### config.mk
export PLATFORM = sky130hd
export DESIGN_NAME = swcell_arb_pipe
export DESIGN_NICKNAME = d
export VERILOG_FILES = /design/src/rtl/swcell_arb_pipe.sv
export SDC_FILE = /design/constraint.sdc
export NUM_CORES = 1
export LEC_CHECK = 0
export ABC_AREA = 1
export ABC_CLOCK_PERIOD_IN_PS = 1700
export CAP_MARGIN = 15
export CORE_AREA = 2 2 107 109
export CTS_CLUSTER_DIAMETER = 100
export DETAILED_ROUTE_END_ITERATION = 10
export DIE_AREA = 0 0 109 111
export DONT_BUFFER_PORTS = 1
export PLACE_DENSITY_LB_ADDON = 0.25
export SLEW_MARGIN = 15
export SYNTH_ARGS = -nofsm -noshare
export SYNTH_HDL_FRONTEND = slang
export SYNTH_SLANG_ARGS = --single-unit
### constraint.sdc
create_clock -name clk -period 1.7 [get_ports clk]
set_input_delay 0.34 -clock clk [delete_from_list [all_inputs] [get_ports clk]]
set_output_delay 0.34 -clock clk [all_outputs]
set_load 0.05 [all_outputs]
### src/rtl/swcell_arb_pipe.sv
// Column switch cell: merges the current pixel and NUP upstream branches into one
// registered downstream word stream. Hit flags and the broadcast bus are registered too.
//
// Handshake: a source offers a word with its valid line. Its read line is high in a
// cycle where that word is taken. Read is combinational: grant & load, where
// load = !dnValid | dnRead. A source that sees read high moves to its next word, or
// drops valid, in the following cycle. The output register holds dnData while dnValid
// is high and dnRead is low.
module swcell_arb_pipe #(
    parameter int DATAWIDTH  = 46,
    parameter int HITSWIDTH  = 5,
    parameter int BCSTWIDTH  = 12,
    parameter int NUP        = 2,
    parameter int ARBMODE    = 0,
    parameter int BCSTSTAGES = 1,
    parameter int CNTWIDTH   = 16
) (
    input  logic                     clk,
    input  logic                     reset,
    input  logic                     ctValid,
    input  logic [DATAWIDTH-1:0]     ctData,
    input  logic [HITSWIDTH-1:0]     ctHits,
    output logic                     ctRead,
    input  logic [NUP-1:0]           upValid,
    input  logic [NUP*DATAWIDTH-1:0] upData,
    input  logic [NUP*HITSWIDTH-1:0] upHits,
    output logic [NUP-1:0]           upRead,
    output logic                     dnValid,
    output logic [DATAWIDTH-1:0]     dnData,
    output logic [2:0]               dnSrc,
    input  logic                     dnRead,
    output logic [HITSWIDTH-1:0]     dnHits,
    input  logic [BCSTWIDTH-1:0]     dnBCST,
    output logic [BCSTWIDTH-1:0]     ctBCST,
    output logic [BCSTWIDTH-1:0]     upBCST,
    input  logic                     clrCount,
    output logic [CNTWIDTH-1:0]      wordCount
);

    localparam int NSRC = NUP + 1;

    logic                 load;
    logic                 doGrant;
    logic                 grantValid;
    logic [2:0]           grantIdx;
    logic [3:0]           candIdx;
    logic                 candReq;
    logic [2:0]           rrPtr;
    logic [2:0]           nextPtr;
    logic [DATAWIDTH-1:0] selData;
    logic [HITSWIDTH-1:0] hitsOr;
    logic [BCSTWIDTH-1:0] bcstPipe [BCSTSTAGES];

    assign load = !dnValid || dnRead;

    // Walk the requesters from the start index (0 in fixed mode, rrPtr in
    // round-robin mode), wrapping modulo NSRC; the first valid one wins.
    always_comb begin
        grantValid = 1'b0;
        grantIdx   = 3'd0;
        candIdx    = 4'd0;
        candReq    = 1'b0;
        for (int k = 0; k < NSRC; k++) begin
            candIdx = (ARBMODE == 1) ? ({1'b0, rrPtr} + 4'(k)) : 4'(k);
            if (candIdx >= 4'(NSRC)) begin
                candIdx = candIdx - 4'(NSRC);
            end
            candReq = ctValid;
            for (int i = 0; i < NUP; i++) begin
                if (candIdx == 4'(i + 1)) begin
                    candReq = upValid[i];
                end
            end
            if (!grantValid && candReq) begin
                grantValid = 1'b1;
                grantIdx   = candIdx[2:0];
            end
        end
    end

    // Reads are suppressed while reset is low, so no source counts as acked.
    assign doGrant = grantValid && load && reset;

    always_comb begin
        ctRead = doGrant && (grantIdx == 3'd0);
        upRead = '0;
        for (int i = 0; i < NUP; i++) begin
            upRead[i] = doGrant && (grantIdx == 3'(i + 1));
        end
    end

    always_comb begin
        selData = ctData;
        for (int i = 0; i < NUP; i++) begin
            if (grantIdx == 3'(i + 1)) begin
                selData = upData[i*DATAWIDTH +: DATAWIDTH];
            end
        end
    end

    always_comb begin
        hitsOr = ctHits;
        for (int i = 0; i < NUP; i++) begin
            hitsOr = hitsOr | upHits[i*HITSWIDTH +: HITSWIDTH];
        end
    end

    assign nextPtr = (grantIdx == 3'(NSRC - 1)) ? 3'd0 : grantIdx + 3'd1;

    always_ff @(posedge clk or negedge reset) begin
        if (!reset) begin
            dnValid <= 1'b0;
            dnData  <= '0;
            dnSrc   <= 3'd0;
        end else if (load) begin
            if (doGrant) begin
                dnValid <= 1'b1;
                dnData  <= selData;
                dnSrc   <= grantIdx;
            end else begin
                dnValid <= 1'b0;
            end
        end
    end

    always_ff @(posedge clk or negedge reset) begin
        if (!reset) begin
            rrPtr <= 3'd0;
        end else if (ARBMODE == 1 && doGrant) begin
            rrPtr <= nextPtr;
        end
    end

    // Clear beats a same-cycle grant; the count sticks at all-ones.
    always_ff @(posedge clk or negedge reset) begin
        if (!reset) begin
            wordCount <= '0;
        end else if (clrCount) begin
            wordCount <= '0;
        end else if (doGrant && wordCount != '1) begin
            wordCount <= wordCount + 1'b1;
        end
    end

    always_ff @(posedge clk or negedge reset) begin
        if (!reset) begin
            dnHits <= '0;
        end else begin
            dnHits <= hitsOr;
        end
    end

    always_ff @(posedge clk or negedge reset) begin
        if (!reset) begin
            for (int s = 0; s < BCSTSTAGES; s++) begin
                bcstPipe[s] <= '0;
            end
        end else begin
            bcstPipe[0] <= dnBCST;
            for (int s = 1; s < BCSTSTAGES; s++) begin
                bcstPipe[s] <= bcstPipe[s-1];
            end
        end
    end

    assign ctBCST = bcstPipe[BCSTSTAGES-1];
    assign upBCST = bcstPipe[BCSTSTAGES-1];

endmodule

==> results of run 1 <==
-- timing repair --
action,CTS,global route
gates resized for setup,5,5
endpoints found under the setup margin,3,17
setup buffers,3,5
pin swaps,2,5
gates cloned,1,1
endpoints found under the hold margin,82,82
-- power breakdown --
part,leakage (nW),internal (mW),total (mW),switching [mW]
registers,0.974,2.17,3.14,0.964
logic,1.09,0.294,0.754,0.460
clock network,0.131,1.02,1.79,0.769
-- flip-flops by register name (all words and copies together) (netlist names) --
| register | flops |
|---|---|
| dnSrc | 2 |
| dnHits | 5 |
| wordCount | 16 |
| dnValid | 1 |
| dnData | 46 |
| ctBCST | 12 |
-- metal layers --
layer,share of wire,up-vias
li1,-,1805
met1,0.39,1844
met2,0.49,182
met3,0.093,18
met4,0.021,0
met5,0,-
-- stage by stage --
| stage | total power [mW] | TNS [ns] | cell area [sq um] | setup slack [ns] |
|---|---|---|---|---|
| floorplan | 3.71 | 0 | 4260 | 0.0116 |
| global placement | 3.87 | 0 | 4580 | 0.156 |
| detailed placement | 3.90 | 0 | 4580 | 0.110 |
| CTS | 5.74 | 0 | 4920 | 0.00972 |
| global route | 5.94 | -0.304 | 5010 | -0.0445 |
| finish | 5.68 | 0 | 5010 | 0.0319 |
-- cell type report --
cell class	instances	area share
flip-flops and latches	82	0.410
multi-input cells	373	0.379
repair buffers	55	0.103
clock buffers	11	0.0485
well taps	143	0.0357
inverters	23	0.0172
clock inverters	5	0.00600
-- cell usage in the layout, fill, tap and decap left out --
master	instances
a21oi_1	1
buf_12	5
buf_4	48
bufbuf_16	1
clkbuf_1	1
clkbuf_16	10
clkbuf_8	1
clkinv_2	3
clkinvlp_4	2
conb_1	1
dfrtp_1	79
dfrtp_2	3
ha_1	1
inv_1	20
inv_2	3
nand2_1	158
nand2_2	5
nand2_4	1
nand3_1	78
nand3_4	1
nand4_1	58
nor2_1	12
nor2_2	4
nor2_4	5
o21a_1	32
o21ai_0	3
o21ai_1	3
o21bai_1	2
or3_1	5
xor2_1	3
-- cell families (layout without fill, tap and decap cells) --
kind of cell               count (synthesis)  count (layout)  synth area share
DFF                                       82              82             0.483
other                                      1               1          0.000882
buffers and inverters                     67              94            0.0795
adders and majority gates                  1               1           0.00294
AOI/OAI and AO/OA                         41              41            0.0683
xor gates and xnor gates                   3               3           0.00618
and+or+nand+nor                          327             327             0.360
-- path summary, 6_finish.rpt --
| kind | startpoint | end | slack, ns | depth (start not counted) |
|---|---|---|---|---|
| max in group asynchronous | reset | dnData[4]$_DFFE_PN0P_ | 1.89 | 0 |
| setup reg to reg | wordCount[0]$_DFFE_PN0P_ | wordCount[14]$_DFFE_PN0P_ | 0.12 | 10 |
| hold reg to reg | dnValid$_DFFE_PN0P_ | dnValid$_DFFE_PN0P_ | 0.55 | 2 |
| setup / recovery | dnValid$_DFFE_PN0P_ | upRead[0] | 0.03 | 4 |
| hold / removal | reset | ctBCST[8]$_DFF_PN0_ | -0.31 | 0 |
| min in group clk | dnBCST[0] | ctBCST[0]$_DFF_PN0_ | 0.02 | 0 |
==> run_results.csv, run 1 <==
group,metric,value,unit
cts,root_buffer,"clkbuf_16",
sta,slew_headroom,0.608,
cts,path_clk_slew,0.06,ns
drt,vias_per_cell,5.56,
cts,cts_made_buffers,9,
cts,clock_path_buffers,2,
worst_setup_path,path_cells,"nand2_4 > nand3_4 > nor2_4 > buf_12",
final_layout,n_fill_cell,1109,
synthesis,syn_nets,695,
grt,grt_pass1_vias,3855,
run_status,failed_checks,"hold timing",
synthesis,synth_area_leaders,"dfrtp_1 (48%), nand2_1 (14%), nand3_1 (9.2%), nand4_1 (8.5%), o21a_1 (5.7%)",
cts,worstSkewPairLatency,0.34,ns
worst_setup_path,crit_arrival,1.33,ns
placement,place_congestion,0.843,
cts,htreeDepth,3,
floorplanning,dieHeight,111,microns
worst_setup_path,slowest_delay,0.42,ns
synthesis,synth_cell_types,25,
sta,worstMarginPinSlew,0.588,ns
final_layout,final-seq-area,2060,sq um
placement,port_buffers,0,
grt,grt_overflow,0,
worst_setup_path,path_max_fanout,8,
worst_setup_path,path_class,"reg -> out",
sta,fin_crit,1.67,ns
synthesis,ys_seq_area_frac,0.483,
final_layout,final_cells,692,
cts,cts_tree,"done",
sta,slew_viol_final,0,
sta,setup_violations,0,
grt,met3_usage,0.0594,
grt,grtUsageTotal,0.206,
synthesis,synth_area,4250,sq um
final_layout,final_util,0.452,
synthesis,synth_edf_count,0,
placement,dp.final_hpwl,8990,microns
min_path,min_path_type,"in -> async",
synthesis,synthArstFlopShare,1.00,
run_status,status,"complete, but fails checks",
sta,post-route-period-util,0.981,
worst_setup_path,critPathRequiredTime,1.36,ns
synthesis,post-synth-top-area-cell,"dfrtp_1",
sta,rsz0062_at_grt,"true",
floorplanning,ios,270,
synthesis,synth_top_cell_area_share,0.483,
sta,hold_viol,82,
final_layout,diodes,0,
run,maxCapViolCount,0,
worst_setup_path,crit_buf_inv,1,
final_layout,drive_gt1_frac,0.168,
drt,drt-pass1-iter-count,5,
placement,dp_cells,666,
synthesis,synth_seq_cells,82,
synthesis,yosysMostFrequentCell,"nand2_1",
drt,num_vias,3849,
drt,wirelength,12400,microns
drt,ant_nets,0,
synthesis,syn_inst,522,
floorplanning,start_util,0.384,
cts,cts.sinks,82,
floorplanning,die_w,109,microns
final_layout,fin_nets,717,
synthesis,yosys_warnings,0,
grt,grt_pass1_wl,19100,microns
worst_setup_path,setup.worst_path.end_class,"output port",
drt,drt-initial-drc-count,207,
synthesis,syn_area_per_cell,8.14,sq um
sta,whs,-0.309,ns
grt,grt_max_degree,85,
grt,use_met1,0.240,
grt,antenna_found_initial,0,
drt,wl_per_cell,17.9,microns
sta,fmaxAchievable,0.599,GHz
pwr,irDropWorstVdd,0.560,mV
pwr,cellLeakagePower,2.20,nW
worst_setup_path,crit_family,"flip-flops",
final_layout,multi_input_area,1900,sq um
final_layout,syn2layout_area_growth,17.8,%
grt,met2_usage,0.342,
worst_setup_path,cpMaxStageDelayCell,"dfrtp_2",
synthesis,synth_top_cells_by_count,"nand2_1 (161), dfrtp_1 (82), nand3_1 (78)",
pwr,power_density,1130,nW/um^2
sta,clock_skew,0.00771,ns
floorplanning,dieArea,12100,sq um
drt,drc,0,
synthesis,synth_ff_type,"dfrtp_1",
worst_setup_path,startpoint_type,"flip-flop",
floorplanning,core-area,11100,sq um
floorplanning,rows,39,
grt,top_usage_layer,"met2",
Note: power is estimated with default switching activity, not from simulation.
==> run 2: changes to the inputs <==
--- a/config.mk
+++ b/config.mk
@@ -7,7 +7,7 @@
 export LEC_CHECK = 0
 export ABC_AREA = 1
 export ABC_CLOCK_PERIOD_IN_PS = 1700
-export CAP_MARGIN = 15
+export CAP_MARGIN = 20
 export CORE_AREA = 2 2 107 109
 export CTS_CLUSTER_DIAMETER = 100
 export DETAILED_ROUTE_END_ITERATION = 10
==> results of run 2 <==
No change in the layout: final DEF, timing and power equal those of run 1.
